File: src/rtl/alu_pkg.sv
// rtl/alu_pkg.sv - shared ALU opcode and operand-loader state definitions
package alu_pkg;

  localparam int OP_W   = 4;
  localparam int OP_MAX = 9;

  typedef enum logic [OP_W-1:0] {
    ADD = 4'd0,
    SUB = 4'd1,
    MUL = 4'd2,
    DIV = 4'd3,
    MOD = 4'd4,
    AND = 4'd5,
    OR  = 4'd6,
    XOR = 4'd7,
    SHL = 4'd8,
    SHR = 4'd9
  } op_e;

  typedef enum logic [1:0] {
    LOAD_A  = 2'd0,
    LOAD_B  = 2'd1,
    LOAD_OP = 2'd2,
    READY   = 2'd3
  } ld_state_e;

  function automatic logic op_is_legal(input logic [OP_W-1:0] op, input int op_max);
    return 32'(op) <= op_max;
  endfunction

endpackage

File: src/rtl/rise_edge_detect.sv
// rtl/rise_edge_detect.sv - one-cycle pulse on the rising edge of a level input
module rise_edge_detect (
  input  logic clk,
  input  logic rst,
  input  logic clr_i,
  input  logic d_i,
  output logic pulse_o
);

  logic d_q;

  always_ff @(posedge clk or posedge rst) begin
    if (rst) begin
      d_q <= 1'b0;
    end else if (clr_i) begin
      d_q <= 1'b0;
    end else begin
      d_q <= d_i;
    end
  end

  assign pulse_o = d_i & ~d_q;

endmodule

File: src/rtl/alu_operand_loader.sv
// rtl/alu_operand_loader.sv - byte-serial loader for ALU operands A, B and opcode
module alu_operand_loader
  import alu_pkg::*;
#(
  parameter int WIDTH    = 32,
  parameter int BYTE_W   = 8,
  parameter int OP_W_P   = OP_W,
  parameter int OP_MAX_P = OP_MAX
) (
  input  logic              clk,
  input  logic              rst,
  input  logic [BYTE_W-1:0] data_in,
  input  logic              load,
  input  logic              clear,
  output logic [WIDTH-1:0]  A_out,
  output logic [WIDTH-1:0]  B_out,
  output logic [OP_W_P-1:0] op_out,
  output logic              valid,
  output logic              err,
  output logic [1:0]        stage,
  output logic [1:0]        byte_idx
);

  localparam int         BYTES    = WIDTH / BYTE_W;
  localparam logic [1:0] LAST_IDX = 2'(BYTES - 1);

  ld_state_e         state_q;
  logic [WIDTH-1:0]  a_q, b_q;
  logic [OP_W_P-1:0] op_q;
  logic              valid_q, err_q;
  logic [1:0]        idx_q, idx_d;
  logic              idx_last;
  logic              wr;
  logic              op_ok;

  rise_edge_detect u_load_edge (
    .clk     (clk),
    .rst     (rst),
    .clr_i   (clear),
    .d_i     (load),
    .pulse_o (wr)
  );

  assign idx_last = (idx_q == LAST_IDX);
  assign idx_d    = idx_last ? 2'd0 : idx_q + 2'd1;
  // Upper nibble must be zero too, so a stray switch can't alias to a legal op.
  assign op_ok    = op_is_legal(data_in[OP_W_P-1:0], OP_MAX_P) &&
                    (data_in[BYTE_W-1:OP_W_P] == '0);

  always_ff @(posedge clk or posedge rst) begin
    if (rst) begin
      state_q <= LOAD_A;
      a_q     <= '0;
      b_q     <= '0;
      op_q    <= '0;
      valid_q <= 1'b0;
      err_q   <= 1'b0;
      idx_q   <= 2'd0;
    end else if (clear) begin
      state_q <= LOAD_A;
      a_q     <= '0;
      b_q     <= '0;
      op_q    <= '0;
      valid_q <= 1'b0;
      err_q   <= 1'b0;
      idx_q   <= 2'd0;
    end else begin
      err_q <= 1'b0;
      if (wr) begin
        case (state_q)
          LOAD_A: begin
            a_q[idx_q*BYTE_W +: BYTE_W] <= data_in;
            idx_q <= idx_d;
            if (idx_last) state_q <= LOAD_B;
          end
          LOAD_B: begin
            b_q[idx_q*BYTE_W +: BYTE_W] <= data_in;
            idx_q <= idx_d;
            if (idx_last) state_q <= LOAD_OP;
          end
          LOAD_OP: begin
            if (op_ok) begin
              op_q    <= data_in[OP_W_P-1:0];
              valid_q <= 1'b1;
              state_q <= READY;
            end else begin
              err_q <= 1'b1;
            end
          end
          READY: begin
            // A write here doubles as byte 0 of the next transaction.
            a_q     <= {{(WIDTH-BYTE_W){1'b0}}, data_in};
            b_q     <= '0;
            valid_q <= 1'b0;
            idx_q   <= 2'd1;
            state_q <= LOAD_A;
          end
          default: state_q <= LOAD_A;
        endcase
      end
    end
  end

  assign A_out    = a_q;
  assign B_out    = b_q;
  assign op_out   = op_q;
  assign valid    = valid_q;
  assign err      = err_q;
  assign stage    = state_q;
  assign byte_idx = idx_q;

endmodule

File: config.mk
export PLATFORM = sky130hd
export DESIGN_NAME = alu_operand_loader
export DESIGN_NICKNAME = d
export VERILOG_FILES = /design/src/rtl/alu_pkg.sv /design/src/rtl/rise_edge_detect.sv /design/src/rtl/alu_operand_loader.sv
export SDC_FILE = /design/constraint.sdc
export NUM_CORES = 1
export LEC_CHECK = 0
export BUFFER_PORTS_ARGS = -buffer_cell sky130_fd_sc_hd__buf_2
export CAP_MARGIN = 30
export CORE_ASPECT_RATIO = 0.75
export CORE_MARGIN = 3
export CORE_UTILIZATION = 40
export DETAILED_ROUTE_END_ITERATION = 16
export SLEW_MARGIN = 25
export SYNTH_ARGS = -nofsm -noshare
export SYNTH_HDL_FRONTEND = slang
export SYNTH_HIERARCHICAL = 1
export SYNTH_SLANG_ARGS = --single-unit
File: constraint.sdc
create_clock -name clk -period 3.3 [get_ports clk]
set_clock_uncertainty 0.2 [all_clocks]
set_input_delay 0.33 -clock clk [delete_from_list [all_inputs] [get_ports clk]]
set_output_delay 0.33 -clock clk [all_outputs]
set_load 0.05 [all_outputs]
==> metrics.yaml, run 1 <==
peakVddDrop_v: 0.0001837
ctsResizeCount: 0
ys_ff_latch: 75
synth.area.top_cells: "dfrtp_1 (58%), nand2_1 (11%), o21ai_0 (8.9%)"
synth_top_cell_by_area: "dfrtp_1"
fin_crit_ns: 2.487
diodes: 0
cp_top_family: "compound AO/OA/AOI/OAI gates"
hpwlAfterDp_um: 5695
drc: 0
synthesis.nets: 342
root_buffer: "clkbuf_8"
cp_num_buf_inv: 0
ant_nets: 0
path_cells: "ha_1 -> or2_2 -> a31oi_2 -> o21ai_0"
dp.cells: 494
drv_cap: 0
synth_common_cells: "nand2_1 (93), dfrtp_1 (75), o21ai_0 (58), buf_2 (14)"
port-buffer-count: 85
required_ns: 3.30
async_reset_ff_frac: 1.000
finalSetupViolCount: 0
synth_area_um2: 3252
fin_crit_sh: 0.7537
antenna_found_initial: 0
synth_edf_count: 0
path_class: "flop to flop"
ys_seq_area_frac: 0.5771
initial_utilization: 0.4278
drv_slew: 0
wire_per_inst_um: 15.98
cts_buffers: 9
row_count: 27
core_um2: 7601
syn-instance-count: 321
tightest_slew_ns: 0.7228
relSlewSlack: 0.5166
grt_max_degree: 72
grt-ovfl-total: 0
start_kind: "flop"
fin_area_um2: 3971
fin_cells: 511
syn_avg_cell_area_um2: 10.13
fmax_ghz: 0.4021
die_h_um: 84.09
cp-end-kind: "flop"
path_max_fanout: 16
synth_top_area_frac: 0.5771
finalSetupTns_ns: 0
io_pins: 86
die_area_um2: 9259
drt_wl_total_um: 8168
synth_cell_types: 32
syn_to_final_growth_pct: 22.12
grt_usage: 0.1856
slowest_stage: "a31oi_2"
critPathMaxStageDelay_ns: 0.62
first_pass_iters: 4
powerDensity_nw_per_um2: 481.4
yosysMostFrequentCell: "nand2_1"
vias: 2531
hp-class: "input port to flop"
drive_gt1_frac: 0.2951
leakage_nw: 2.066
synth-main-ff-cell: "dfrtp_1"
drtIter0Drc: 119
numClockSinks: 75
yosysWarnings: 6
worstSkewPairLatency_ns: 0.35
die_w_um: 110.1
cts_tree: "yes"
viasPerCell: 4.953
grt_pass1_wl_um: 13280
cts.path.max_buffers: 2
layout.nets: 427
status: "completed"
path_clk_slew_ns: 0.08
cp.arrival_ns: 2.49
hold_violations: 0
place_area_um2: 3754
htree_levels: 3
power_mw: 1.912
place_congestion: 0.7920
rsz0062_at_grt: "false"
first_global_vias: 2548
timing repair:
action                                  CTS  global route
endpoints found under the setup margin    0             0
hold buffers                              2             0
endpoints found under the hold margin    76             0
setup buffers                             0             0
cell families (layout without fill, tap and decap cells):
| kind of cell | after synthesis | in the layout | synth area share |
|---|---|---|---|
| AO/OA/AOI/OAI | 89 | 89 | 0.1674 |
| adder cells (fa/ha/maj) | 9 | 9 | 0.03463 |
| buffers and inverters | 24 | 113 | 0.03424 |
| flip-flops | 75 | 75 | 0.5771 |
| multiplexers | 5 | 5 | 0.01539 |
| AND/OR/NAND/NOR | 119 | 119 | 0.1712 |
area by class of cell:
type / instances / area, um2
fillers: 726 / 3630
repair buffers: 89 / 473.0
multi-input cells: 222 / 1264
well taps: 101 / 126.4
clock inverters: 5 / 60.06
inverters: 9 / 33.78
flip-flops and latches: 75 / 1877
clock buffers: 10 / 137.6
cell usage in the layout, fill, tap and decap left out, types with 2 or more instances in the layout:
cell,netlist,layout
inv_6,0,2
and4_1,2,2
dfrtp_1,75,75
inv_1,9,8
mux2i_1,5,5
nor4_4,2,2
clkbuf_8,0,10
nor2b_4,2,2
a21oi_2,4,4
nor3_1,2,2
nor2_1,6,6
o21ai_0,58,58
nand2_1,93,93
ha_1,9,9
dlygate4sd3_1,0,2
a22o_1,7,7
o21ai_1,3,3
a21o_1,4,4
a21oi_1,6,6
or2_2,4,4
buf_2,14,85
a31oi_2,3,3
tightest hold or removal path, stage by stage:
cell and delay [ns]:
buf_2 0.17, nand2_1 0.07, o21ai_0 0.06
sequential cells by signal, indices dropped and copies added, names as in the netlist:
signal           flops
A_out               32
B_out               32
op_out               4
byte_idx             2
stage                2
err                  1
u_load_edge/d_q      1
valid                1
final timing paths:
path                              endpoint       start  slack (ns)  depth (start not counted)
max                               B_out[8]    stage[0]        0.81                          4
min                               A_out[4]  data_in[4]        0.12                          3
max in group asynchronous        A_out[27]         rst        2.12                          4
min in group asynchronous  u_load_edge/d_q         rst        0.16                          3
min reg2reg                      B_out[13]   B_out[13]        0.27                          2
max reg2reg                       B_out[8]    stage[0]        0.81                          4
stage by stage:
stage	hold slack, ns	utilization	worst slack (ns)
3_3_place_gp	-0.01728	0.4938	0.8899
3_5_place_dp	-0.01533	0.4938	0.7991
4_1_cts	0.1093	0.5225	0.8108
2_1_floorplan	-0.1413	-	0.8884
5_1_grt	0.1227	0.5225	0.5662
6_report	0.1166	0.5225	0.8128
report_power, final:
| part | total [mW] | internal [mW] | switching (mW) |
|---|---|---|---|
| Combinational | 0.241 | 0.0582 | 0.183 |
| Clock | 0.715 | 0.370 | 0.345 |
| Sequential | 0.956 | 0.939 | 0.0166 |
| Total | 1.91 | 1.37 | 0.545 |
per-layer routing:
layer	routed length, um	vias to the layer above	GRT usage
met5	0	-	0
met4	104	0	0.05481
met3	532	10	0.05491
met2	3557	67	0.2781
met1	3973	1196	0.2596
li1	-	1258	-
No activity file was read; power rests on OpenSTA's default activity.
==> inputs of run 2 (changes only) <==
--- a/config.mk
+++ b/config.mk
@@ -11,6 +11,7 @@
 export CORE_MARGIN = 3
 export CORE_UTILIZATION = 40
 export DETAILED_ROUTE_END_ITERATION = 16
+export PLACE_DENSITY = 0.66
 export SLEW_MARGIN = 25
 export SYNTH_ARGS = -nofsm -noshare
 export SYNTH_HDL_FRONTEND = slang
==> constraint.sdc (replaced) <==
create_clock -name clk -period 2.1 [get_ports clk]
set_clock_uncertainty 0.2 [all_clocks]
set_input_delay 0.21 -clock clk [delete_from_list [all_inputs] [get_ports clk]]
set_output_delay 0.21 -clock clk [all_outputs]
set_load 0.05 [all_outputs]
==> metrics.yaml, run 2 (synthesis gave the netlist of run 1 again) <==
met2_usage: 0.2737  # -0.004405
required_ns: 2.14  # -1.16 ns
root_buffer: "clkbuf_8"
hold_violations: 0  # unchanged
port-buffer-count: 85  # unchanged
ant_nets: 0  # unchanged
core_um2: 7601  # unchanged
crit_start: "byte_idx[1]"
final_common_cell: "nand2_1"
cp_num_buf_inv: 2  # +2
grtUsageMet1: 0.2732  # +0.01367
status: "completed"
path_max_fanout: 8  # -8
cp_top_family: "compound AO/OA/AOI/OAI gates"
cts_tree: "yes"
drv_slew: 0  # unchanged
drtIter0Drc: 182  # +53%
relSlewSlack: 0.6235  # +0.1069
die_h_um: 84.09  # unchanged
slowest_stage: "dfrtp_2"
hp-class: "input port to flop"
die_area_um2: 9259  # unchanged
hpwlAfterDp_um: 5821  # +2.2%
cts.path.max_buffers: 2  # unchanged
busiest_layer: "met2"
drt_wl_total_um: 8133  # -0.43%
tightest_slew_ns: 0.5636  # -0.1592 ns
grt_util_met3: 0.06187  # +0.006961
worstHoldStart: "data_in[4]"
drive_gt1_frac: 0.3450  # +0.04987
fin_crit_ns: 2.056  # -0.4308 ns
leakage_nw: 2.173  # +5.2%
grt_max_degree: 37  # -49%
syn_to_final_growth_pct: 29.93
reg2reg_from: "byte_idx[1]"
finalSetupViolCount: 0  # unchanged
path_class: "flop to flop"
wire_per_inst_um: 15.35  # -4.0%
peakVddDrop_v: 0.0003052  # +66%
vias: 2644  # +4.5%
post-route-util: 0.5559  # +0.03342
layout.nets: 446  # +4.4%
htree_levels: 3  # unchanged
powerDensity_nw_per_um2: 727.1  # +51%
grt_usage: 0.1876  # +0.002001
path_clk_slew_ns: 0.08  # about the same
drc: 0  # unchanged
row_count: 27  # unchanged
io_pins: 86  # unchanged
fin_crit_sh: 0.9792  # +0.2255
start_kind: "flop"
place_congestion: 0.7934  # +0.18%
grt_pass1_wl_um: 13410  # +0.99%
viasPerCell: 4.989  # +0.72%
antenna_found_initial: 0  # unchanged
critPathMaxStageDelay_ns: 0.41  # -0.21 ns
fin_area_um2: 4225  # +6.4%
most-common-layout-cells: "nand2_1 (93), buf_2 (85), dfrtp_1 (71)"
first_global_vias: 2661  # +4.4%
grt-ovfl-total: 0  # unchanged
die_w_um: 110.1  # unchanged
path_cells: "inv_1 -> ha_1 -> or2_2 -> a31oi_4 -> nor4_4 -> buf_4 -> a22o_2"
first_pass_iters: 4  # unchanged
fmax_ghz: 0.4863  # +21%
worstSkewPairLatency_ns: 0.35  # about the same
initial_utilization: 0.4278  # unchanged
numClockSinks: 75  # unchanged
drv_cap: 0  # unchanged
cts_buffers: 9  # unchanged
place_area_um2: 3920  # +4.4%
cp-end-kind: "flop"
cp.arrival_ns: 2.10  # -0.39 ns
diodes: 0  # unchanged
-- run 2: changes by cell type in the layout (fill, tap and decap cells not counted), moves of 2 or more --
cell,delta
and4_1,-2
and4_2,+2
buf_12,+4
buf_4,+11
dfrtp_1,-4
dfrtp_2,+3
dlygate4sd3_1,+4
ha_1,-2
ha_2,+2
-- run 2: worst paths after layout --
| kind | end | slack, ns | depth (start not counted) |
|---|---|---|---|
| worst max-delay path | B_out[7] | 0.04 | 7 |
| worst min-delay path | A_out[4] | 0.01 | 3 |
| worst max register to register | B_out[7] | 0.04 | 7 |
| worst min register to register | B_out[21] | 0.28 | 2 |
| max in group asynchronous | op_out[1] | 0.85 | 4 |
| min in group asynchronous | u_load_edge/d_q | 0.07 | 3 |
-- run 2: layout make-up --
class,count,area (um2)
multi-input cells,222,1301
repair buffers,108,675.6
well taps,101,126.4
clock buffers,11,151.4
inverters,9,37.54
fillers,722,3376
clock inverters,4,48.80
flip-flops and latches,75,1884
-- run 2: stage by stage --
step,setup TNS [ns],power [mW],std cells,setup slack (ns),hold WS [ns]
global placement,0,1.940,508,0.05497,-0.1242
detailed placement,-0.09670,1.944,508,-0.04113,-0.1160
CTS,0,3.086,529,0.008593,0.002488
finish,0,3.072,530,0.04360,0.01193
floorplan,0,1.798,321,0.006438,-0.2613
global route,-0.05223,3.211,530,-0.03018,0.01547
-- run 2: what timing repair did --
action / in CTS / in global routing
endpoints found under the hold margin: 27 / 0
hold buffers: 6 / 0
endpoints found under the setup margin: 9 / 66
buffers inserted: 0 / 1
pin swaps: 0 / 2
resized for setup: 2 / 7
-- run 2: report_power, final --
| part | switching (mW) | leakage, nW | internal [mW] | total [mW] |
|---|---|---|---|---|
| registers | 0.0219 | 1.03 | 1.48 | 1.50 |
| logic | 0.304 | 1.03 | 0.137 | 0.440 |
| clock network | 0.526 | 0.106 | 0.608 | 1.13 |
-- run 2: routing by layer --
| metal | routed length [um] | vias to the layer above |
|---|---|---|
| met3 | 651 | 10 |
| met4 | 82 | 0 |
| met5 | 0 | - |
| met1 | 3955 | 1249 |
| li1 | - | 1300 |
| met2 | 3443 | 85 |
-- run 2: worst reg2reg max path: stages (launching register included) --
cell and delay, ns:
dfrtp_2 0.41, inv_1 0.09, ha_1 0.26, or2_2 0.36, a31oi_4 0.21, nor4_4 0.05
buf_4 0.17, a22o_2 0.20
